--- src/rtl/clk_divider_prog.sv ---
// Multi-channel programmable clock divider. Each channel has a shadow
// half-period register that is applied only at the end of a full period.
module clk_divider_prog #(
  parameter int NUM_CH = 2,
  parameter int CNT_W = 24,
  parameter int SEL_W = 1,
  parameter logic [CNT_W-1:0] RST_HALF = CNT_W'(24'd10_000_000)
) (
  input  logic              clk_in,
  input  logic              rst,
  input  logic [NUM_CH-1:0] en,
  input  logic              load,
  input  logic [SEL_W-1:0]  ch_sel,
  input  logic [CNT_W-1:0]  div_val,
  output logic [NUM_CH-1:0] divided_clk,
  output logic [NUM_CH-1:0] tick,
  output logic [NUM_CH-1:0] load_ack,
  output logic [NUM_CH-1:0] pending
);

  for (genvar i = 0; i < NUM_CH; i++) begin : g_ch
    logic [CNT_W-1:0] cnt;
    logic [CNT_W-1:0] act;
    logic [CNT_W-1:0] shd;
    logic             pend;
    logic             dclk;
    logic             tck;
    logic             ack;
    logic             hit;
    logic             term;
    logic             apply;

    // An out-of-range ch_sel never matches any generated channel index.
    assign hit = load && (ch_sel == SEL_W'(i));

    // cnt > act is treated as terminal so a stray value can never run away.
    assign term = (cnt >= act);

    // Only the 1->0 terminal edge ends a full period; apply shadow there.
    assign apply = en[i] && term && dclk && pend;

    always_ff @(posedge clk_in or posedge rst) begin
      if (rst) begin
        cnt  <= '0;
        act  <= RST_HALF;
        shd  <= RST_HALF;
        pend <= 1'b0;
        dclk <= 1'b0;
        tck  <= 1'b0;
        ack  <= 1'b0;
      end else begin
        tck <= 1'b0;
        ack <= 1'b0;
        if (en[i]) begin
          if (term) begin
            cnt  <= '0;
            dclk <= ~dclk;
            tck  <= ~dclk;
          end else begin
            cnt <= cnt + CNT_W'(1);
          end
          if (apply) begin
            act <= shd;
            ack <= 1'b1;
          end
        end
        if (hit) begin
          shd  <= div_val;
          pend <= 1'b1;
        end else if (apply) begin
          pend <= 1'b0;
        end
      end
    end

    assign divided_clk[i] = dclk;
    assign tick[i]        = tck;
    assign load_ack[i]    = ack;
    assign pending[i]     = pend;
  end

endmodule

--- config.mk ---
export PLATFORM = sky130hd
export DESIGN_NAME = clk_divider_prog
export DESIGN_NICKNAME = d
export VERILOG_FILES = /design/src/rtl/clk_divider_prog.sv
export SDC_FILE = /design/constraint.sdc
export NUM_CORES = 1
export LEC_CHECK = 0
export BUFFER_PORTS_ARGS = -buffer_cell sky130_fd_sc_hd__buf_2
export CAP_MARGIN = 20
export CORE_AREA = 2 2 249 128
export CTS_CLUSTER_DIAMETER = 30
export DETAILED_ROUTE_END_ITERATION = 16
export DIE_AREA = 0 0 251 130
export PLACE_DENSITY = 0.37
export SYNTH_ARGS = -nofsm -noshare
export SYNTH_HDL_FRONTEND = slang
export SYNTH_SLANG_ARGS = --single-unit
--- constraint.sdc ---
create_clock -name clk_in -period 4.1 [get_ports clk_in]
set_input_delay 0.205 -clock clk_in [delete_from_list [all_inputs] [get_ports clk_in]]
set_output_delay 0.205 -clock clk_in [all_outputs]
set_load 0.1 [all_outputs]
---- Word level (Yosys, flattened, before mapping) ----
Cells that the tools add are included.
operators by class
  $add $sub $neg .......................... 2
  magnitude comparators ................... 2
  multiplexer cells ....................... 14
  bitwise gates (word level) .............. 3
  reduce and logical (&&, ||, !) cells .... 14
operator list
  operator               count
  $add 24x1->24 const B  2
  $ge 24x24->1           2
  $mux 24                2
  $mux 1                 12
  $logic_and 1x1->1      8
  $reduce_and 2->1       4
  $reduce_bool 2->1      2
  $not 1->1              3
word-level totals
  flip-flop bits (word level) ............. 152
  word-level logic and storage cells ...... 49

---- Depth between registers and ports, before layout ----
  depth in word-level cells ............... 6
  depth in mapped cells ................... 10

---- Worst setup path after synthesis ----
Ideal clock, no wire load.
  path type ............................... register to register
  from .................................... register g_ch[1].act[9]
  to ...................................... register g_ch[1].act[11]
  setup time .............................. 0.125 ns
  arrival time ............................ 2.414 ns
  required time ........................... 3.975 ns
  path slack .............................. 1.561 ns
  cell stages (with the launch flop) ...... 10
  path buffers ............................ 1
  period minus slack after synthesis ...... 2.539 ns
  cell sequence ........................... dfstp_2 inv_1 ha_1 a21o_1 a221o_1 a221oi_2 o211ai_4 nand4_4 buf_6 mux2_4
on the way
  word-level cells in the longest chain between the ends .. 5
RTL lines
  what                               RTL line  source
  start, declared                    23        logic [CNT_W-1:0] act;
  start signal, assigned             45        act <= RST_HALF;
  start signal, assigned             63        act <= shd;
  $ge 24x24->1                       37        assign term = (cnt >= act);
  $logic_and 1x1->1 (3 in a row)     40        assign apply = en[i] && term && dclk && pend;
  $reduce_and 2->1 (no source line)  -
No other way between the ends.
A chain may end at the register's enable or synchronous reset.

---- Worst setup path in the final report ----
  from .................................... register g_ch[1].act[19]
  to ...................................... register g_ch[1].act[18]
Same word-level chain as after synthesis.

==> flow_summary_export.csv <==
group,metric,value,unit
run,drv_cap,0,
detailed_routing,drcViolationCount,0,
timing,hold_viol_final,0,
layout,layout-drive-gt1-share,30.7,%
setup_path,arrival,3.52,ns
timing,setup_slack,0.894,ns
logic_synthesis,syn_inst,639,
global_routing,grt_antenna_before_repair,0,
setup_path,setup.worst_path.end_class,"register",
timing,finalCritPeriodShare,78.2,%
timing,timing.fmax,0.312,GHz
logic_synthesis,synth.largest_area_cell,"dfrtp_1",
logic_synthesis,synthArstFlopShare,100,%
clock_network,clock_sinks,152,
floorplan,start_util,24.4,%
timing,slew_headroom,45.3,%
timing,setup_viol,0,
logic_synthesis,synth-warning-count,0,
outcome,status,"completed",
detailed_routing,antenna_left,0,
layout,fin_nets,761,
layout,antennaDiodeCount,0,
power,powerDensity,582,nW/um2
setup_path,start_kind,"register",
clock_network,clk_latency,0.44,ns
detailed_routing,drt_iter0_markers,184,
setup_path,critPathMaxFanout,25,
logic_synthesis,synth_area_leaders,"dfrtp_1 40%, mux2_2 12%, dfstp_2 11%",
power,leakagePower,4.04,nW
global_routing,grt_pass1_vias,4887,
placed_design,gp_congestion,0.742,
floorplan,core,30800,um2
placed_design,io_buffers,37,
floorplan,dieArea,32600,um2
global_routing,grt_pass1_wl,28100,um
min_path,hold_class,"in2reg",
layout,multi_input_comb_area,3330,um2
detailed_routing,route.detailed.wl_per_inst,15.4,um
setup_path,r2r_slack,0.89,ns
timing,finClkSkew,0.00957,ns
setup_path,cp.required,4.42,ns
timing,fin_crit,3.21,ns
logic_synthesis,synthDistinctLibCells,46,
global_routing,grt_overflow_total,0,
logic_synthesis,ys.flop_type,"dfrtp_1",
floorplan,die_x,251,um
logic_synthesis,ys_top_cells_by_count,"120 x dfrtp_1, 77 x mux2_2, 58 x inv_1",
layout,ff_latch_area,3840,um2
clock_network,ctsLongestPathBuffers,2,
timing,worst-slew-pin-transition,0.818,ns
global_routing,grt_max_degree,120,
detailed_routing,drtPass1Iterations,4,
clock_network,htreeDepth,4,
placed_design,pre_cts_slack,0.875,ns
detailed_routing,routed_wl,17000,um
timing,rsz0062_at_grt,"false",
timing,fin_setup_tns,0,ns
detailed_routing,via_count,4663,
timing,maxSlewViolCount,0,
clock_network,clkTransAtPathRegs,0.06,ns
logic_synthesis,synth_top_area_share,39.8,%
logic_synthesis,synth.most_common_cell,"dfrtp_1",
setup_path,critPathKind,"reg2reg",
logic_synthesis,yosys_register_bits,152,
clock_network,root_buffer,"clkbuf_16",
logic_synthesis,avgSynthCellArea,11.8,um2
logic_synthesis,netlist_area,7540,um2
clock_network,cts_made_buffers,17,
logic_synthesis,syn-num-nets,719,
logic_synthesis,synth_edf_count,0,
power,ir_drop,0.293,mV
floorplan,row_count,46,
floorplan,num_io_pins,38,
clock_network,cts_tree,"done",
global_routing,grt.total_usage,11.4,%
placed_design,dp_hpwl,12500,um
floorplan,fp.dieH,130,um
detailed_routing,viasPerCell,4.23,
clock_network,cts_setup_buffers,0,
layout,syn_to_final_growth,17.4,%
power,power.total,5.15,mW
layout,fillCellCount,3194,
logic_synthesis,seq_area_frac_synth,51.0,%
## final cells by class
class	count	share of cell area, %
inverter	58	2.50
multi-input combinational	405	37.6
clock buffer	21	5.32
tap	408	5.77
sequential	152	43.5
clock inverter	11	2.18
timing repair buffer	47	3.14
## repair_timing
action / 4_1_cts / 5_1_grt
endpoints found under the hold margin: 37 / 0
setup endpoints to repair: 0 / 0
hold buffers: 3 / 0
resized for setup: 0 / 0
## report_power, final
part / internal [mW] / switching (mW)
logic: 0.562 / 0.683
registers: 1.88 / 0.240
clock network: 1.13 / 0.654
total: 3.57 / 1.58
## placed cells by master (no fill, tap or decap), types with 2 or more instances in the layout
cell           netlist  final
and3_1               9      9
buf_2                4     38
nand3b_1             2      2
a31oi_1              3      3
xor2_1              21     21
clkbuf_16            0     17
buf_4               10      5
bufinv_16            0      5
clkinvlp_4           0      3
dlygate4sd3_1        0      3
or3_1                2      2
and4_1               6      6
nand2_1             36     36
a21o_1               3      3
nor3_1               9      9
nand3_1             13     13
ha_1                50     50
clkinv_2             0      2
nor4_1               5      5
a21oi_1             24     24
o22ai_1              2      2
nor2b_1              4      3
nand4_1             13     13
o21ai_0             13     13
nand2b_1             2      2
o2bb2ai_1            3      3
dfrtp_1            120    120
dfstp_2             32     32
xnor2_1             20     20
and2_0               2      2
nor2_1              51     51
mux2_2              77     77
mux2_4              19     19
nand4_2              2      2
inv_1               58     57
clkbuf_8             0      3
## registers in the layout, indices dropped and copies added, names as in the netlist
name,flops
g_ch.tck,2
g_ch.pend,2
g_ch.shd,48
g_ch.act,48
g_ch.cnt,48
g_ch.dclk,2
g_ch.ack,2
## per-layer routing
metal | wire length, um | global-route usage [%]
met5 | 0 | 0
met1 | 9600 | 17.0
met2 | 6590 | 15.5
met4 | 218 | 3.99
met3 | 579 | 3.03
## final timing paths
path	end	start	cells after the start
max reg2reg	g_ch[1].act[18]	g_ch[1].act[19]	8
max	g_ch[1].act[18]	g_ch[1].act[19]	8
min reg2reg	g_ch[1].act[0]	g_ch[1].shd[0]	1
min in group asynchronous	g_ch[0].act[5]	rst	3
min	g_ch[1].shd[3]	div_val[3]	2
max in group asynchronous	g_ch[1].cnt[17]	rst	4
## worst max-delay path, stage by stage (launching register included)
cell and delay, ns:
dfstp_2 0.52, inv_1 0.04, ha_1 0.30, nand4_1 0.19
nor4_4 0.42, nand4_2 0.17, o211ai_4 0.36, nand4_4 0.57
mux2_4 0.50
## stage by stage
step | hold WS, ns | instances | area [um2] | utilization, %
finish | 0.0241 | 1102 | 8850 | 28.7
global route | 0.00876 | 1102 | 8850 | 28.7
CTS | 0.00305 | 1101 | 8840 | 28.7
detailed placement | 0.402 | 1066 | 8150 | 26.4
global placement | 0.394 | 1066 | 8150 | 26.4
floorplan | 0.356 | 639 | 7540 | -
## kinds of logic after synthesis
logic type               synth area share [%]
adder cells (fa/ha/maj)                  8.30
buffers and inverters                    4.85
AO/OA/AOI/OAI                            5.05
multiplexers                             15.3
AND/OR/NAND/NOR                          10.7
XOR/XNOR                                 4.77
flip-flops                               51.0
(Power assumes the default switching activity.)
